--- src/rtl/f_pc_unit_pkg.sv ---
// rtl/f_pc_unit_pkg.sv - shared fetch-stage constants, F/D record type and fetch address check
package f_pc_unit_pkg;

    localparam logic [31:0] RESET_PC   = 32'h0000_3000;
    localparam logic [31:0] HANDLER_PC = 32'h0000_4180;
    localparam logic [31:0] IM_LO      = 32'h0000_3000;
    localparam logic [31:0] IM_HI      = 32'h0000_6FFC;
    localparam logic [4:0]  EXC_NONE   = 5'd0;
    localparam logic [4:0]  EXC_ADEL   = 5'd4;

    typedef struct packed {
        logic [31:0] pc;
        logic [31:0] instr;
        logic [4:0]  exc_code;
        logic        bd;
    } fd_t;

    localparam fd_t FD_RESET = '{pc: RESET_PC, instr: 32'h0, exc_code: EXC_NONE, bd: 1'b0};
    localparam fd_t FD_FLUSH = '{pc: HANDLER_PC, instr: 32'h0, exc_code: EXC_NONE, bd: 1'b0};

    // Misaligned or outside instruction memory -> AdEL; no wrap handling, D owns npc arithmetic.
    function automatic logic [4:0] fetch_exc(input logic [31:0] addr);
        return (addr[1:0] != 2'b00 || addr < IM_LO || addr > IM_HI) ? EXC_ADEL : EXC_NONE;
    endfunction

endpackage

--- src/rtl/f_pc_unit_if.sv ---
// rtl/f_pc_unit_if.sv - instruction-memory fetch bus between F stage and IM
interface f_pc_unit_if;

    logic [31:0] i_inst_addr;
    logic [31:0] i_inst_rdata;

    modport master (output i_inst_addr, input  i_inst_rdata);
    modport slave  (input  i_inst_addr, output i_inst_rdata);

endinterface

--- src/rtl/f_pc_unit_f_d_reg.sv ---
// rtl/f_pc_unit_f_d_reg.sv - F/D pipeline register with stall hold and flush
module f_pc_unit_f_d_reg
    import f_pc_unit_pkg::*;
(
    input  logic clk,
    input  logic reset,
    input  logic stall,
    input  logic flush,
    input  fd_t  fd_d,
    output fd_t  fd_q
);

    // Flush outranks stall so an exception request is never swallowed by a hazard.
    always_ff @(posedge clk or negedge reset) begin
        if (!reset) begin
            fd_q <= FD_RESET;
        end else if (flush) begin
            fd_q <= FD_FLUSH;
        end else if (!stall) begin
            fd_q <= fd_d;
        end
    end

endmodule

--- src/rtl/f_pc_unit.sv ---
// rtl/f_pc_unit.sv - F stage: PC register, fetch address mux, AdEL check, F/D register
module f_pc_unit
    import f_pc_unit_pkg::*;
(
    input  logic        clk,
    input  logic        reset,
    input  logic [31:0] npc,
    input  logic        stall,
    input  logic        req,
    input  logic        d_eret,
    input  logic [31:0] epc,
    input  logic        f_bd,
    f_pc_unit_if.master im,
    output logic [31:0] d_pc,
    output logic [31:0] d_instr,
    output logic [4:0]  d_exc_code,
    output logic        d_bd
);

    logic [31:0] pc_q;
    logic [31:0] f_addr;
    logic [4:0]  f_exc;
    fd_t         fd_d;
    fd_t         fd_q;

    // eret fetches EPC directly this cycle; D supplies npc = epc + 4 so the next fetch lines up.
    assign f_addr         = d_eret ? epc : pc_q;
    assign im.i_inst_addr = f_addr;
    assign f_exc          = fetch_exc(f_addr);

    always_comb begin
        fd_d.pc       = f_addr;
        fd_d.instr    = (f_exc != EXC_NONE) ? 32'h0 : im.i_inst_rdata;
        fd_d.exc_code = f_exc;
        fd_d.bd       = f_bd;
    end

    always_ff @(posedge clk or negedge reset) begin
        if (!reset) begin
            pc_q <= RESET_PC;
        end else if (req) begin
            pc_q <= HANDLER_PC;
        end else if (!stall) begin
            pc_q <= npc;
        end
    end

    f_pc_unit_f_d_reg u_f_d_reg (
        .clk   (clk),
        .reset (reset),
        .stall (stall),
        .flush (req),
        .fd_d  (fd_d),
        .fd_q  (fd_q)
    );

    assign d_pc       = fd_q.pc;
    assign d_instr    = fd_q.instr;
    assign d_exc_code = fd_q.exc_code;
    assign d_bd       = fd_q.bd;

endmodule

--- src/flat_wrapper.sv ---
// flat-port wrapper written by rule: the top's interface ports become plain ports
module f_pc_unit_flat import f_pc_unit_pkg::*;
  (clk, reset, npc, stall, req, d_eret, epc, f_bd, d_pc, d_instr, d_exc_code, d_bd, im_i_inst_addr, im_i_inst_rdata);
  f_pc_unit_if im_i ();
  input  logic clk;
  input  logic reset;
  input  logic [31:0] npc;
  input  logic stall;
  input  logic req;
  input  logic d_eret;
  input  logic [31:0] epc;
  input  logic f_bd;
  output logic [31:0] d_pc;
  output logic [31:0] d_instr;
  output logic [4:0] d_exc_code;
  output logic d_bd;
  output wire logic [$bits(im_i.i_inst_addr)-1:0] im_i_inst_addr;
  input wire logic [$bits(im_i.i_inst_rdata)-1:0] im_i_inst_rdata;
  assign im_i_inst_addr = im_i.i_inst_addr;
  assign im_i.i_inst_rdata = im_i_inst_rdata;
  f_pc_unit u_core (.clk(clk), .reset(reset), .npc(npc), .stall(stall), .req(req), .d_eret(d_eret), .epc(epc), .f_bd(f_bd), .im(im_i), .d_pc(d_pc), .d_instr(d_instr), .d_exc_code(d_exc_code), .d_bd(d_bd));
endmodule
--- config.mk ---
export PLATFORM = sky130hd
export DESIGN_NAME = f_pc_unit_flat
export DESIGN_NICKNAME = d
export VERILOG_FILES = /design/src/rtl/f_pc_unit_pkg.sv /design/src/rtl/f_pc_unit_if.sv /design/src/rtl/f_pc_unit_f_d_reg.sv /design/src/rtl/f_pc_unit.sv /design/src/flat_wrapper.sv
export SDC_FILE = /design/constraint.sdc
export NUM_CORES = 1
export LEC_CHECK = 0
export ABC_AREA = 1
export BUFFER_PORTS_ARGS = -buffer_cell sky130_fd_sc_hd__buf_2
export CAP_MARGIN = 20
export CELL_PAD_IN_SITES_DETAIL_PLACEMENT = 0
export CELL_PAD_IN_SITES_GLOBAL_PLACEMENT = 1
export CORE_MARGIN = 2
export CORE_UTILIZATION = 34
export DETAILED_ROUTE_END_ITERATION = 12
export GPL_TIMING_DRIVEN = 0
export MAX_ROUTING_LAYER = met4
export PLACE_DENSITY = 0.77
export SLEW_MARGIN = 20
export SYNTH_ARGS = -nofsm -noshare
export SYNTH_HDL_FRONTEND = slang
export SYNTH_SLANG_ARGS = --single-unit
--- constraint.sdc ---
create_clock -name clk -period 1.5 [get_ports clk]
set_input_delay 0.15 -clock clk [delete_from_list [all_inputs] [get_ports clk]]
set_output_delay 0.15 -clock clk [all_outputs]
set_load 0.02 [all_outputs]
==> flow_metrics.py <==
metrics = {
    "outcome": {
        "outcome": "complete, but fails checks",
        "violations": "setup timing",
    },
    "timing": {
        "rsz0062_at_grt": "true",
        "fmax_ghz": 0.644,
        "hold_violations": 0,
        "period_share_pct": 103,
        "layout_setup_ws_ps": -52.4,
        "setup_viol": 32,
        "fin_skew_ps": 7.27,
        "slew_headroom_pct": 61.9,
        "finalMaxSlewViolations": 0,
        "worst_slew_pin_slew_ps": 569,
        "period_needed_ps": 1550,
    },
    "clocking": {
        "clock-sinks": 98,
        "cts_root_buf": "clkbuf_16",
        "clk_pin_slew_ps": 70,
        "cts_buffers": 9,
        "htree_levels": 3,
        "clk_latency_ps": 340,
        "cts_buffer_depth": 2,
        "cts_tree": "built",
    },
    "logic_synthesis": {
        "synthSimpleGateAreaFrac_pct": 26.0,
        "synthAdderAreaFrac_pct": 0,
        "synth_top_family_by_area": "simple AND/OR/NAND/NOR gates",
        "muxShareOfSynthArea_pct": 0,
        "synth_cell_types": 27,
        "yosys_warnings": 0,
        "synthXorXnorAreaFrac_pct": 0,
        "ys_seq_area_share_pct": 53.0,
        "syn_area_mm2": 0.00463,
        "avgSynthCellArea_um2": 8.36,
        "synth_cells": 554,
        "synth_seq_cells": 98,
        "synth_compound_area_share_pct": 10.4,
    },
    "hold_path": {
        "hold_path.class": "input port to flip-flop",
        "hold_path_depth": 3,
    },
    "critical_path": {
        "endpoint": "u_core.u_f_d_reg.fd_q[11]",
        "crit_buf_inv": 4,
        "critPathSlowestCell": "dfstp_2",
        "cp-end-kind": "flip-flop",
        "critPathLaunchType": "flip-flop",
        "crit_type": "flip-flop to flip-flop",
        "cp.depth": 12,
        "r2r_slack_ps": -50,
        "r2r_cells": 12,
        "crit_path_max_fanout": 7,
        "r2r_start": "u_core.pc_q[13]",
        "crit_family": "flip-flops",
        "required_ps": 1720,
        "crit_start": "u_core.pc_q[13]",
        "cp.arrival_ps": 1780,
        "slowest_delay_ps": 550,
        "path_cells": "nand2_2 > nand2_2 > buf_6 > nand2_2 > nand2_1 > nand2_1 > inv_2 > nor2_4 > buf_12 > buf_6 > nand3b_1 > nand2_1",
        "rr_endpoint": "u_core.u_f_d_reg.fd_q[11]",
    },
    "power": {
        "power_density_mw_per_mm2": 952,
        "ir_worst_vdd_mv": 0.464,
        "internal_power_w": 0.00442,
        "cellLeakagePower_nw": 3.66,
        "switching_share_pct": 27.3,
        "seq_power_share_pct": 46.2,
        "p_switching_w": 0.00165,
        "pwr-share-clk_pct": 37.0,
        "pwr-share-comb_pct": 16.7,
    },
    "cells_and_area": {
        "finalNetCount": 884,
        "ff_latch_area_mm2": 0.00246,
        "final_util_pct": 48.0,
        "stdcell_count": 965,
        "fill_cells": 1383,
        "final_area_mm2": 0.00638,
        "drive_above_1_share_pct": 36.1,
        "area_growth_pct": 37.6,
        "multi_input_area_mm2": 0.00175,
    },
    "route": {
        "drt_wl_total_um": 14600,
        "drc": 0,
        "routedWlPerCell_um": 15.1,
        "ant_nets": 0,
        "firstDrtPassIters": 4,
        "via_per_inst": 4.62,
        "drt_iter0_drc": 237,
        "vias": 4459,
    },
    "grt": {
        "grt_pass1_vias": 4378,
        "grt_pass1_wl_um": 22300,
        "antenna_found_initial": 2,
        "gr-total-overflow": 0,
        "grtUsageTotal_pct": 20.3,
        "grt_max_degree": 70,
    },
    "place": {
        "gp_congestion": 0.815,
        "place_inst": 932,
        "dp_slack_ps": -537,
        "post_dp_cell_area_mm2": 0.00589,
        "hpwl_um": 10700,
        "io_buffers": 198,
    },
    "die": {
        "dieArea_mm2": 0.0146,
        "die_width_um": 121,
        "core_area_mm2": 0.0133,
        "die_y_um": 121,
        "initial_core_util_pct": 34.8,
        "io_pins": 204,
        "core.rowCount": 42,
    },
    "job": {
        "cap_violations": 0,
    },
}
## per-stage QoR
stage                     setup TNS (ps)  hold WS (ps)  total power, W
after global placement            -85770           366         0.00381
after floorplan                        0          -146         0.00337
after CTS                          -91.6          17.8         0.00611
final                               -929          28.7         0.00607
after detailed placement          -15400          44.1         0.00383
after global routing               -3820          26.3         0.00633
## worst reg2reg max path: stages (launching register included)
cell,delay [ps]
dfstp_2,550
nand2_2,60
nand2_2,70
buf_6,110
nand2_2,40
nand2_1,50
nand2_1,50
inv_2,70
nor2_4,40
buf_12,140
buf_6,130
nand3b_1,80
nand2_1,60
## cell usage in the layout (no fill, tap or decap), drive strengths merged
cell type	synthesis	layout
or2	12	12
a21oi	4	4
o21ai	56	56
dfrtp	94	94
buf	17	231
inv	69	69
conb	1	4
nand2	212	212
nand3	2	2
diode	0	2
nand3b	32	32
nor2	12	12
clkbuf	20	32
o22a	2	2
dfstp	4	4
dlygate4sd3	0	1
bufinv	0	1
clkinv	0	2
a22o	17	17
## routing by layer
metal | track usage, % | up-vias | share of wire [%] | routed length (um)
li1 | - | 2165 | - | -
met4 | 5.96 | 0 | 1.4 | 207
met2 | 33.0 | 135 | 49 | 7090
met3 | 3.63 | 14 | 5.5 | 797
met5 | - | - | 0 | 0
met1 | 26.0 | 2145 | 44 | 6460
## worst min path at each step
| stage | startpoint | end | slack, ps |
|---|---|---|---|
| final | npc[1] | u_core.pc_q[1] | 30 |
| after global routing | npc[11] | u_core.pc_q[11] | 30 |
| after CTS | npc[23] | u_core.pc_q[23] | 20 |
| after detailed placement | reset | u_core.u_f_d_reg.fd_q[45] | 40 |
| after global placement | npc[26] | u_core.pc_q[26] | 370 |
| after floorplan | reset | u_core.pc_q[0] | -150 |
## flip-flops by register name, summed over array words and instances (netlist names)
register	count
u_core.u_f_d_reg.fd_q	66
u_core.pc_q	32
## logic make-up (layout without fill, tap and decap cells)
| logic type | after synthesis | in the layout |
|---|---|---|
| simple gates | 270 | 270 |
| buf+inv | 106 | 336 |
| flops | 98 | 98 |
| compound gates | 79 | 79 |
| other cells | 1 | 6 |
## what timing repair did
item,in CTS,in global routing
buffers inserted,5,5
gates cloned,2,3
resized for setup,18,19
pin swaps,6,8
hold endpoints to repair,29,0
hold buffers,1,0
setup endpoints to repair,58,56
## cells in the mapped netlist
cell type,instances,share of area [%]
a21oi_1,4,0.43
a22o_1,17,3.2
buf_1,1,0.081
buf_2,1,0.11
buf_4,7,1.1
buf_6,8,1.9
clkbuf_1,20,1.6
conb_1,1,0.081
dfrtp_1,94,51
dfstp_2,4,2.3
inv_1,68,5.5
inv_2,1,0.081
nand2_1,212,17
nand3_1,1,0.11
nand3_4,1,0.38
nand3b_1,32,5.2
nor2_1,10,0.81
nor2_4,1,0.24
nor2_8,1,0.43
o21ai_0,52,5.6
o21ai_1,2,0.22
o21ai_2,1,0.19
o21ai_4,1,0.35
o22a_1,2,0.38
or2_1,1,0.14
or2_2,10,1.4
or2_4,1,0.19
## layout make-up
type                            count  share of cell area [%]
Antenna cell                        2                  0.0785
Buffer                             37                    3.61
Clock buffer                       13                    3.77
Clock inverter                      3                   0.628
Inverter                           69                    4.06
Multi-Input combinational cell    353                    27.4
Sequential cell                    98                    38.5
Tap cell                          176                    3.45
Timing Repair Buffer              214                    18.4
## power groups by stage
stage                     Combinational, W  Clock, W  Sequential (W)
after global routing               0.00112   0.00240         0.00281
after global placement            0.000958         0         0.00285
after CTS                          0.00101   0.00230         0.00280
after floorplan                   0.000458         0         0.00291
after detailed placement          0.000979         0         0.00285
final                              0.00101   0.00225         0.00281
(Power assumes the default switching activity.)
